<file path="src/rtl/sync_event_logger_if.sv">
// Bus interface for sync_event_logger.
// Groups the event inputs, the control strobes and the host read port of the logger.
//   master : host/firmware side, drives events, mask, arm, clr and rd_en
//   slave  : logger side, returns rd_valid, rd_data, level, overflow count and timestamp
interface sync_event_logger_if #(
    parameter int unsigned EVT_WIDTH  = 17,
    parameter int unsigned TS_WIDTH   = 32,
    parameter int unsigned DEPTH_LOG2 = 4
);
    logic [EVT_WIDTH-1:0]          io_evt_in;
    logic [EVT_WIDTH-1:0]          io_evt_mask;
    logic                          io_arm;
    logic                          io_clr;
    logic                          io_rd_en;
    logic                          io_rd_valid;
    logic [TS_WIDTH+EVT_WIDTH-1:0] io_rd_data;
    logic [DEPTH_LOG2:0]           io_level;
    logic [15:0]                   io_overflow_cnt;
    logic [TS_WIDTH-1:0]           io_ts_now;

    modport master (
        output io_evt_in, io_evt_mask, io_arm, io_clr, io_rd_en,
        input  io_rd_valid, io_rd_data, io_level, io_overflow_cnt, io_ts_now
    );

    modport slave (
        input  io_evt_in, io_evt_mask, io_arm, io_clr, io_rd_en,
        output io_rd_valid, io_rd_data, io_level, io_overflow_cnt, io_ts_now
    );
endinterface

</file>
<file path="src/rtl/sync_event_logger.sv">
// Timestamped rising-edge logger for the sync-trigger and working-feedback event lines.
// Rising edges on unmasked lines are stamped with a free-running counter and queued as
// {timestamp, edge vector} in a first-word-fall-through FIFO that firmware drains.
// Ports:
//   io_clk   : clock, all state on rising edge
//   io_rst_n : asynchronous active-low reset
//   bus      : slave side of sync_event_logger_if (events, mask, arm, clr, read port,
//              level, overflow count, current timestamp)
module sync_event_logger #(
    parameter int unsigned EVT_WIDTH  = 17,
    parameter int unsigned TS_WIDTH   = 32,
    parameter int unsigned DEPTH_LOG2 = 4
) (
    input logic                io_clk,
    input logic                io_rst_n,
    sync_event_logger_if.slave bus
);
    localparam int unsigned EntryWidth = TS_WIDTH + EVT_WIDTH;
    localparam int unsigned Depth      = 1 << DEPTH_LOG2;
    localparam logic [DEPTH_LOG2:0] LevelFull = {1'b1, {DEPTH_LOG2{1'b0}}};

    logic [EVT_WIDTH-1:0]  evt_q, evt_d;
    logic                  prime_q, prime_d;
    logic [TS_WIDTH-1:0]   ts_q, ts_d;
    logic [DEPTH_LOG2-1:0] wr_ptr_q, wr_ptr_d;
    logic [DEPTH_LOG2-1:0] rd_ptr_q, rd_ptr_d;
    logic [DEPTH_LOG2:0]   level_q, level_d;
    logic [15:0]           ovf_q, ovf_d;
    logic [EntryWidth-1:0] mem_q [Depth];

    logic [EVT_WIDTH-1:0] edges;
    logic                 full;
    logic                 pop;
    logic                 wr_req;
    logic                 wr_acc;

    always_comb begin
        edges  = bus.io_evt_in & ~evt_q & bus.io_evt_mask;
        full   = (level_q == LevelFull);
        pop    = (level_q != '0) & bus.io_rd_en & ~bus.io_clr;
        // No logging until the history has been loaded once, so lines already high
        // at reset release or after a clear never look like fresh edges.
        wr_req = prime_q & bus.io_arm & ~bus.io_clr & (edges != '0);
        // A pop in the same cycle frees the slot the write needs.
        wr_acc = wr_req & (~full | pop);

        evt_d    = bus.io_evt_in;
        prime_d  = ~bus.io_clr;
        ts_d     = ts_q;
        wr_ptr_d = wr_ptr_q;
        rd_ptr_d = rd_ptr_q;
        level_d  = level_q;
        ovf_d    = ovf_q;

        if (bus.io_clr) begin
            ts_d     = '0;
            wr_ptr_d = '0;
            rd_ptr_d = '0;
            level_d  = '0;
            ovf_d    = '0;
        end else begin
            if (bus.io_arm) begin
                ts_d = ts_q + 1'b1;
            end
            if (wr_acc) begin
                wr_ptr_d = wr_ptr_q + 1'b1;
            end
            if (pop) begin
                rd_ptr_d = rd_ptr_q + 1'b1;
            end
            case ({wr_acc, pop})
                2'b10:   level_d = level_q + 1'b1;
                2'b01:   level_d = level_q - 1'b1;
                default: level_d = level_q;
            endcase
            if (wr_req && !wr_acc && (ovf_q != 16'hFFFF)) begin
                ovf_d = ovf_q + 1'b1;
            end
        end
    end

    always_ff @(posedge io_clk or negedge io_rst_n) begin
        if (!io_rst_n) begin
            evt_q    <= '0;
            prime_q  <= 1'b0;
            ts_q     <= '0;
            wr_ptr_q <= '0;
            rd_ptr_q <= '0;
            level_q  <= '0;
            ovf_q    <= '0;
        end else begin
            evt_q    <= evt_d;
            prime_q  <= prime_d;
            ts_q     <= ts_d;
            wr_ptr_q <= wr_ptr_d;
            rd_ptr_q <= rd_ptr_d;
            level_q  <= level_d;
            ovf_q    <= ovf_d;
        end
    end

    // Storage needs no reset: the head is only exposed while the FIFO is non-empty.
    always_ff @(posedge io_clk) begin
        if (wr_acc) begin
            mem_q[wr_ptr_q] <= {ts_q, edges};
        end
    end

    assign bus.io_rd_valid     = (level_q != '0);
    assign bus.io_rd_data      = (level_q != '0) ? mem_q[rd_ptr_q] : '0;
    assign bus.io_level        = level_q;
    assign bus.io_overflow_cnt = ovf_q;
    assign bus.io_ts_now       = ts_q;
endmodule

</file>
<file path="src/flat_wrapper.sv">
// flat-port wrapper written by rule: the top's interface ports become plain ports
module sync_event_logger_flat 
#(
    parameter int unsigned EVT_WIDTH  = 17,
    parameter int unsigned TS_WIDTH   = 32,
    parameter int unsigned DEPTH_LOG2 = 4
)
  (io_clk, io_rst_n, bus_io_evt_in, bus_io_evt_mask, bus_io_arm, bus_io_clr, bus_io_rd_en, bus_io_rd_valid, bus_io_rd_data, bus_io_level, bus_io_overflow_cnt, bus_io_ts_now);
  sync_event_logger_if #(.EVT_WIDTH(EVT_WIDTH), .TS_WIDTH(TS_WIDTH), .DEPTH_LOG2(DEPTH_LOG2)) bus_i ();
  input logic io_clk;
  input logic io_rst_n;
  input wire logic [$bits(bus_i.io_evt_in)-1:0] bus_io_evt_in;
  input wire logic [$bits(bus_i.io_evt_mask)-1:0] bus_io_evt_mask;
  input wire logic [$bits(bus_i.io_arm)-1:0] bus_io_arm;
  input wire logic [$bits(bus_i.io_clr)-1:0] bus_io_clr;
  input wire logic [$bits(bus_i.io_rd_en)-1:0] bus_io_rd_en;
  output wire logic [$bits(bus_i.io_rd_valid)-1:0] bus_io_rd_valid;
  output wire logic [$bits(bus_i.io_rd_data)-1:0] bus_io_rd_data;
  output wire logic [$bits(bus_i.io_level)-1:0] bus_io_level;
  output wire logic [$bits(bus_i.io_overflow_cnt)-1:0] bus_io_overflow_cnt;
  output wire logic [$bits(bus_i.io_ts_now)-1:0] bus_io_ts_now;
  assign bus_i.io_evt_in = bus_io_evt_in;
  assign bus_i.io_evt_mask = bus_io_evt_mask;
  assign bus_i.io_arm = bus_io_arm;
  assign bus_i.io_clr = bus_io_clr;
  assign bus_i.io_rd_en = bus_io_rd_en;
  assign bus_io_rd_valid = bus_i.io_rd_valid;
  assign bus_io_rd_data = bus_i.io_rd_data;
  assign bus_io_level = bus_i.io_level;
  assign bus_io_overflow_cnt = bus_i.io_overflow_cnt;
  assign bus_io_ts_now = bus_i.io_ts_now;
  sync_event_logger #(.EVT_WIDTH(EVT_WIDTH), .TS_WIDTH(TS_WIDTH), .DEPTH_LOG2(DEPTH_LOG2)) u_core (.io_clk(io_clk), .io_rst_n(io_rst_n), .bus(bus_i));
endmodule
</file>
<file path="config.mk">
export PLATFORM = sky130hd
export DESIGN_NAME = sync_event_logger_flat
export DESIGN_NICKNAME = d
export VERILOG_FILES = /design/src/rtl/sync_event_logger_if.sv /design/src/rtl/sync_event_logger.sv /design/src/flat_wrapper.sv
export SDC_FILE = /design/constraint.sdc
export NUM_CORES = 1
export LEC_CHECK = 0
export ABC_AREA = 1
export BUFFER_PORTS_ARGS = -buffer_cell sky130_fd_sc_hd__buf_2
export CORE_MARGIN = 4
export CORE_UTILIZATION = 25
export DETAILED_ROUTE_END_ITERATION = 10
export PLACE_DENSITY_LB_ADDON = 0.05
export SYNTH_ARGS = -nofsm -noshare
export SYNTH_HDL_FRONTEND = slang
export SYNTH_SLANG_ARGS = --single-unit
</file>
<file path="constraint.sdc">
create_clock -name io_clk -period 6.9 [get_ports io_clk]
set_input_delay 0.69 -clock io_clk [delete_from_list [all_inputs] [get_ports io_clk]]
set_output_delay 0.69 -clock io_clk [all_outputs]
set_load 0.01 [all_outputs]
</file>
==> results of run 1 <==
synth_stat cells (59+ instances only):
| master | count | area share, % |
|---|---|---|
| a21oi_1 | 74 | 1.1 |
| clkbuf_1 | 125 | 1.4 |
| dfrtp_1 | 79 | 5.7 |
| edfxtp_1 | 784 | 68 |
| inv_1 | 70 | 0.76 |
| nand2_1 | 116 | 1.3 |
| nand3_1 | 86 | 1.2 |
| nor2_1 | 475 | 5.2 |
| o211ai_1 | 59 | 1.3 |
| o21ai_0 | 364 | 5.3 |
| o221ai_1 | 137 | 3.5 |
| o22ai_1 | 59 | 1.1 |
logic make-up (layout without fill, tap and decap cells):
group	after synthesis	count (layout)	share of synthesized area, %
simple gates	738	738	8.89
compound gates	772	772	13.5
fa+ha+maj	11	11	0.420
buf+inv	260	483	3.06
other cells	0	5	0
flops	863	863	73.8
xor+xnor	15	15	0.380
sequential cells by signal, summed over array words and instances, names as in the netlist:
register and count:
u_core.rd_ptr_q 4, u_core.wr_ptr_q 4, u_core.bus.io_level 5, u_core.prime_q 1, u_core.mem_q 784, u_core.bus.io_ts_now 32, u_core.bus.io_overflow_cnt 16, u_core.evt_q 17
layout make-up:
| cell class | instances | area, sq um | area share [%] |
|---|---|---|---|
| Tap cell | 1794 | 2240 | 5.48 |
| Antenna cell | 5 | 12.5 | 0.0305 |
| Multi-Input combinational cell | 1536 | 8140 | 19.9 |
| Timing Repair Buffer | 204 | 1350 | 3.29 |
| Sequential cell | 863 | 25500 | 62.3 |
| Clock buffer | 144 | 2910 | 7.10 |
| Clock inverter | 51 | 448 | 1.09 |
| Inverter | 84 | 342 | 0.834 |
critical path: stages, from the launching register on:
cell      delay (ns)
dfrtp_4         0.63
inv_6           0.74
buf_4           0.59
o21ai_0         0.18
o22ai_1         0.50
o211ai_1        0.15
a21oi_1         0.22
buf_2           0.18
layer usage:
| metal | routed length, microns | part of all wire [%] | vias to the layer above |
|---|---|---|---|
| met5 | 0 | 0 | - |
| met4 | 1950 | 1.7 | 0 |
| met3 | 5090 | 4.3 | 112 |
| met2 | 54200 | 46 | 496 |
| met1 | 56500 | 48 | 11700 |
| li1 | - | - | 10300 |
repair_timing:
| action | CTS | global route |
|---|---|---|
| endpoints found under the hold margin | 4 | 0 |
| endpoints found under the setup margin | 0 | 0 |
| hold buffers | 1 | 0 |
stage by stage:
stage / power (mW) / hold WS, ns
2_1_floorplan: 6.10 / 0.394
3_3_place_gp: 6.34 / 0.578
3_5_place_dp: 6.34 / 0.568
4_1_cts: 11.9 / 0.0372
5_1_grt: 12.1 / 0.0708
6_report: 11.6 / 0.112
power breakdown:
| group | internal, mW | switching (mW) |
|---|---|---|
| Sequential | 5.67 | 0.0122 |
| Clock | 3.23 | 2.20 |
| Combinational | 0.134 | 0.400 |
how the worst min path moves through the flow:
stage | slack [ns] | to | from | cells after the start
after CTS | 0.04 | u_core.evt_q[8] | bus_io_evt_in[8] | 1
after global placement | 0.58 | u_core.bus.io_level[0] | u_core.bus.io_level[0] | 2
final | 0.11 | u_core.evt_q[8] | bus_io_evt_in[8] | 1
after global routing | 0.07 | u_core.evt_q[8] | bus_io_evt_in[8] | 1
after detailed placement | 0.57 | u_core.bus.io_level[0] | u_core.bus.io_level[0] | 2
after floorplan | 0.39 | u_core.bus.io_level[0] | io_rst_n | 0
==> out/results.tsv, run 1 <==
metric	value	unit
largest net degree at the start of global routing	187	
Seq/Total Area, Yosys	73.8	%
vias in the first global route	23200	
initial antenna violation count	5	
total track usage	16.0	%
Final GP Congestion	0.743	
DRC Markers	0	
Tightest Pin Transition	1.07	ns
fin util	29.8	%
I/O pins	142	
worst r2r src	u_core.evt_q[16]	
Worst setup startpoint	u_core.rd_ptr_q[1]	
Final Hold Fails	0	
Finished Cell Area	0.0410	sq mm
met1 Usage GRT	22.8	%
critical path class	register to output pin	
met3 usage	2.73	%
grt peak-use layer	met2	
final wirelength	118	mm
global-route wire length before repair	170	mm
Yosys reg bits	863	
Final Worst Setup Slack	2.25	ns
Post-Route Setup TNS	0	ns
Cell Area, Placed	0.0376	sq mm
worst rel slew slack	28.8	%
Port Buffers	141	
post-layout minimum cycle time	4.65	ns
vias per inst	4.83	
library cells used by synthesis	52	
count of pins over their slew limit	0	
met2 usage	25.4	%
Max-cap violations	0	
GRT overflow	0	
Rows	136	
syn nets	2709	
Mapped Avg Cell Area	13.0	sq um
Worst Path Arrival	3.96	ns
CTS tree	yes	
unrepaired setup endpoints after global routing	no	
chip width	380	microns
FF-to-FF End	u_core.mem_q[9][20]	
antenna-violating nets left	0	
final setup fails	0	
Worst-path clk slew	0.06	ns
warnings from Yosys	0	
Mapped Cells	2659	
share of cells above drive strength 1	14.2	%
CTS max path bufs	3	
Peak Freq	0.215	GHz
die height	380	microns
Final Cycle Share	67.3	%
endpoint class of the critical path	output pin	
area grow syn2layout	18.4	%
Worst Path Max Fanout	104	
post-placement cell count	4480	
mapped cell area	0.0346	sq mm
Core Box Area	0.137	sq mm
DP HPWL	64.1	mm
Post-synth EDFFs	784	
clk_lat worst skew	0.70	ns
Pleak	14.0	nW
Non-Filler Instances	4681	
# fillers	13800	
root buffer cell	clkbuf_16	
vias	22600	
Sink Count	863	
r2r setup slk	3.08	ns
die area	0.144	sq mm
drt pass-1 iters	5	
startpoint types	register	
DRT iter0 DRCs	1642	
status	finished clean	
Initial Utilization	25.2	%
power density over cell area	284	mW/mm^2
Setup crit end	bus_io_rd_data[23]	
most frequent cells in the layout	edfxtp_1 (784), nor2_1 (458), o21ai_0 (364)	
worst reg2reg path depth	9	
wire length per cell	25.2	microns
peak supply drop	0.171	mV
commonest non-fill, non-tap cell in the layout	edfxtp_1	
ys flop type	edfxtp_1	
Post-synth ARST share	9.15	%
H-tree depth	3	
fin nets	2845	
Setup WS pre-CTS	2.49	ns
Post-Route Skew	0.0290	ns
Post-CTS Setup Bufs	0	
post-CTS sizing	0	
CP required	6.21	ns
CTS Buf Count	106	
min-delay worst type	primary input to register	
(Power assumes the default switching activity.)
==> inputs of run 2 (changes only) <==
Clock period 6.9 ns to 4.7 ns, I/O delays scaled along.
==> out/results.tsv, run 2 (same netlist as run 1, synthesis figures left out) <==
metric	value	unit	change
post-placement cell count	4507		+0.60%
Largest register FFs	784		unchanged
vias per inst	4.83		about the same
vias	22800		+0.89%
Port Buffers	141		unchanged
unrepaired setup endpoints after global routing	no		
antenna-violating nets left	0		unchanged
Post-Route Setup TNS	0	ns	unchanged
Final GP Congestion	0.765		+2.9%
startpoint types	register		
Max-cap violations	0		unchanged
drt pass-1 iters	5		unchanged
Tightest Pin Transition	1.25	ns	+0.187 ns
count of pins over their slew limit	0		unchanged
Core Box Area	0.137	sq mm	unchanged
commonest non-fill, non-tap cell in the layout	edfxtp_1		
Non-Filler Instances	4719		+0.81%
Worst Path Arrival	3.83	ns	-0.13 ns
area grow syn2layout	19.7	%	
min-delay worst type	primary input to register		
WHS Endpoint	u_core.rd_ptr_q[0]		
Initial Utilization	25.2	%	unchanged
CP required	4.23	ns	-1.98 ns
worst r2r src	u_core.evt_q[14]		
peak supply drop	0.267	mV	+55%
Post-Route Skew	0.0338	ns	+0.00485 ns
CTS tree	yes		
Largest Register	u_core.mem_q		
global-route wire length before repair	169	mm	-0.79%
worst rel slew slack	16.4	%	-12 points
post-layout minimum cycle time	4.30	ns	
Final Hold Fails	0		unchanged
most frequent cells in the layout	edfxtp_1 (784), nor2_1 (459), o21ai_0 (364)		
total track usage	16.0	%	-0.035 points
WHS	0.129	ns	+0.0171 ns
worst reg2reg path depth	10		+1
wire length per cell	25.0	microns	-0.55%
die height	380	microns	unchanged
endpoint class of the critical path	output pin		
fin util	30.1	%	+0.31 points
Sink Count	863		unchanged
Crit path buffers/inverters	2		-1
final wirelength	118	mm	+0.26%
power density over cell area	412	mW/mm^2	+45%
critical path class	register to output pin		
FF-to-FF End	u_core.mem_q[12][5]		
I/O pins	142		unchanged
Largest stage delay, worst path	0.64	ns	-0.10 ns
DP HPWL	64.3	mm	+0.30%
Peak Freq	0.232	GHz	
CTS Buf Count	105		-0.94%
CTS max path bufs	3		unchanged
slowest CP cell	dfrtp_4		
DRC Markers	0		unchanged
H-tree depth	3		unchanged
Post-CTS Setup Bufs	0		unchanged
fin nets	2888		+1.5%
Final Worst Setup Slack	0.397	ns	-1.86 ns
share of cells above drive strength 1	15.3	%	+1.1 points
DRT iter0 DRCs	1591		-3.1%
Final Cycle Share	91.5	%	
GRT overflow	0		unchanged
largest net degree at the start of global routing	226		+21%
status	finished clean		
die area	0.144	sq mm	unchanged
Pleak	14.2	nW	+1.6%
Setup WS pre-CTS	0.643	ns	-1.85 ns
Worst Path Max Fanout	225		+120%
Finished Cell Area	0.0414	sq mm	+1.1%
Hold Startpoint	bus_io_rd_en		
root buffer cell	clkbuf_16		
r2r setup slk	1.02	ns	-2.06 ns
hold path depth	4		+3
critical path's top delay family	compound AO/OA/AOI/OAI gates		
chip width	380	microns	unchanged
final setup fails	0		unchanged
Worst-path clk slew	0.06	ns	about the same
total power	17.1	mW	+46%
worst-path cell chain	buf_12 > o21ai_0 > o221ai_1 > nand3_1 > a21oi_1 > buf_2		
vias in the first global route	23200		+0.034%
WP depth	6		-1
clk_lat worst skew	0.72	ns	+0.02 ns
initial antenna violation count	6		+1
Rows	136		unchanged
Cell Area, Placed	0.0379	sq mm	+0.77%
[run 2: routing by layer]
metal	vias up	wire length, microns	track usage (%)
met5	-	8	0
met4	2	2240	4.08
met3	150	6100	2.85
met2	596	54700	25.7
met1	11700	55100	22.3
li1	10400	-	-
[run 2: tightest hold or removal path, stage by stage]
cell and delay, ns:
buf_2 0.10, nand2_1 0.08, nand2_1 0.08, o21ai_0 0.07
[run 2: area by class of cell]
type                       count  area [sq um]
antenna                        1          2.50
clock buffer                 135          2820
clock inverter                58           514
fill                       13900         96100
inverter                      84           342
multi-input combinational   1536          8140
sequential                   863         25500
tap                         1794          2240
timing repair buffer         248          1810
[run 2: power by group]
group | switching (mW) | total, mW | internal (mW) | leakage, nW
sequential | 0.0229 | 8.35 | 8.33 | 8.48
combinational | 0.592 | 0.811 | 0.220 | 4.07
clock | 3.28 | 7.89 | 4.61 | 1.64
total | 3.90 | 17.1 | 13.2 | 14.2
[run 2: how the worst max path moves through the flow]
| stage | from | endpoint | slack, ns |
|---|---|---|---|
| 2_1_floorplan | bus_io_evt_mask[8] | u_core.mem_q[11][0] | 0.41 |
| 3_3_place_gp | bus_io_evt_in[14] | u_core.mem_q[12][11] | 0.67 |
| 3_5_place_dp | bus_io_evt_in[14] | u_core.mem_q[12][23] | 0.64 |
| 4_1_cts | u_core.rd_ptr_q[1] | bus_io_rd_data[36] | 0.18 |
| 5_1_grt | u_core.rd_ptr_q[1] | bus_io_rd_data[36] | 0.20 |
| 6_report | u_core.rd_ptr_q[0] | bus_io_rd_data[35] | 0.40 |
[run 2: timing repair]
item                                    in CTS  in global routing
hold endpoints to repair                    39                  0
endpoints found under the setup margin       0                  1
hold buffers                                18                  0
gates resized for setup                      0                  1
==> inputs of run 3 (changes only) <==
Settings changed: CELL_PAD_IN_SITES_DETAIL_PLACEMENT set to 0, CELL_PAD_IN_SITES_GLOBAL_PLACEMENT set to 2.
==> out/results.tsv, run 3 (same netlist as run 1, synthesis figures left out) <==
metric	value	unit	change
status	finished clean		
root buffer cell	clkbuf_16		
worst reg2reg path depth	10		unchanged
H-tree depth	3		unchanged
die area	0.144	sq mm	unchanged
Worst Path Max Fanout	202		-10%
largest net degree at the start of global routing	203		-10%
wire length per cell	25.4	microns	+1.4%
Tightest Pin Transition	1.28	ns	+0.0233 ns
Core Box Area	0.137	sq mm	unchanged
area grow syn2layout	20.0	%	
Max-cap violations	0		unchanged
CP required	4.23	ns	about the same
chip width	380	microns	unchanged
die height	380	microns	unchanged
fin nets	2891		+0.10%
Post-Route Skew	0.0341	ns	+0.000259 ns
Non-Filler Instances	4728		+0.19%
Largest register FFs	784		unchanged
min-delay worst type	primary input to register		
vias	22700		-0.48%
post-CTS sizing	0		unchanged
critical path class	register to output pin		
clk_lat worst skew	0.70	ns	-0.02 ns
I/O pins	142		unchanged
Crit path buffers/inverters	2		unchanged
Setup crit end	bus_io_rd_data[35]		
vias in the first global route	23200		-0.056%
Worst Path Arrival	3.44	ns	-0.39 ns
post-layout minimum cycle time	3.91	ns	-0.391 ns
antenna-violating nets left	0		unchanged
Worst setup startpoint	u_core.rd_ptr_q[0]		
worst rel slew slack	14.8	%	-1.6 points
# fillers	13900		+0.21%
Worst-path clk slew	0.06	ns	about the same
Post-Route Setup TNS	0	ns	unchanged
DP HPWL	65.8	mm	+2.4%
Port Buffers	141		unchanged
WP depth	6		unchanged
r2r setup slk	0.96	ns	-0.06 ns
commonest non-fill, non-tap cell in the layout	edfxtp_1		
worst-path cell chain	buf_12 > o21ai_0 > o221ai_1 > nand3_1 > a21oi_1 > buf_2		
startpoint types	register		
critical path's top delay family	compound AO/OA/AOI/OAI gates		
fin util	30.2	%	+0.065 points
DRC Markers	0		unchanged
Final Hold Fails	0		unchanged
GRT overflow	0		unchanged
Largest Register	u_core.mem_q		
Rows	136		unchanged
count of pins over their slew limit	0		unchanged
most frequent cells in the layout	edfxtp_1 (784), nor2_1 (459), o21ai_0 (364)		
drt pass-1 iters	5		unchanged
initial antenna violation count	7		+1
Sink Count	863		unchanged
CTS tree	yes		
Post-CTS Setup Bufs	0		unchanged
post-placement cell count	4511		+0.089%
FF-to-FF End	u_core.mem_q[8][24]		
share of cells above drive strength 1	15.3	%	+0.061 points
CTS max path bufs	3		unchanged
global-route wire length before repair	171	mm	+1.6%
slowest CP cell	dfrtp_4		
unrepaired setup endpoints after global routing	no		
endpoint class of the critical path	output pin		
vias per inst	4.80		-0.67%
worst r2r src	u_core.evt_q[14]		
Final GP Congestion	0.720		-5.8%
peak supply drop	0.302	mV	+13%
DRT iter0 DRCs	1483		-6.8%
Initial Utilization	25.2	%	unchanged
Pleak	14.2	nW	+0.37%
Largest stage delay, worst path	0.50	ns	-0.14 ns
Final Cycle Share	83.2	%	-8.3 points
Peak Freq	0.256	GHz	+10%
total track usage	16.2	%	+0.25 points
CTS Buf Count	104		-0.95%
final setup fails	0		unchanged
power density over cell area	415	mW/mm^2	+0.65%
hold-fix buffers at CTS	18		unchanged
final wirelength	120	mm	+1.6%
## run 3: stage by stage
step                      power, mW  worst slack (ns)  cell area [sq um]  hold WS [ns]
after floorplan                8.96             0.405              34600         0.174
after global placement         9.32             0.622              37900         0.555
after detailed placement       9.32             0.562              37900         0.556
after CTS                      17.5             0.623              41500        0.0908
after global routing           17.9             0.580              41500         0.153
final                          17.2             0.788              41500         0.146
## run 3: worst register-to-register path, cell delays in order, from the launching register on
cell	delay, ns
dfrtp_1	0.35
nor2_1	0.38
nor2_1	0.13
nand2_1	0.11
nor2_1	0.09
nand3_1	0.46
nand2_1	0.31
nor2_2	0.37
nand2_1	0.35
nor2_4	0.56
buf_12	0.29
## run 3: cell type report
type / instances / area, sq um / area share (%)
multi-input combinational: 1536 / 8140 / 19.6
tap: 1794 / 2240 / 5.41
antenna: 2 / 5.00 / 0.0121
clock buffer: 135 / 2800 / 6.75
clock inverter: 62 / 608 / 1.47
sequential: 863 / 25500 / 61.5
inverter: 84 / 342 / 0.823
timing repair buffer: 252 / 1820 / 4.40
## run 3: report_power, final
group / internal, mW / switching (mW) / total (mW)
clock: 4.75 / 3.31 / 8.06
sequential: 8.33 / 0.0142 / 8.34
combinational: 0.216 / 0.587 / 0.804
total: 13.3 / 3.91 / 17.2
## run 3: worst min-delay path by stage
stage	startpoint	endpoint	cells after the start
final	bus_io_rd_en	u_core.rd_ptr_q[1]	4
after global routing	bus_io_rd_en	u_core.rd_ptr_q[1]	4
after CTS	bus_io_rd_en	u_core.rd_ptr_q[1]	4
after detailed placement	io_rst_n	u_core.evt_q[4]	1
after global placement	io_rst_n	u_core.evt_q[4]	1
after floorplan	io_rst_n	u_core.bus.io_level[0]	0
## run 3: routing by layer
layer,wire (microns),GRT usage (%),vias to the layer above,share of wire (%)
met4,2080,3.94,2,1.7
met5,13,0,-,0.011
met1,56700,22.8,11700,47
met3,4970,2.41,137,4.1
met2,56200,26.3,480,47
li1,-,-,10400,-
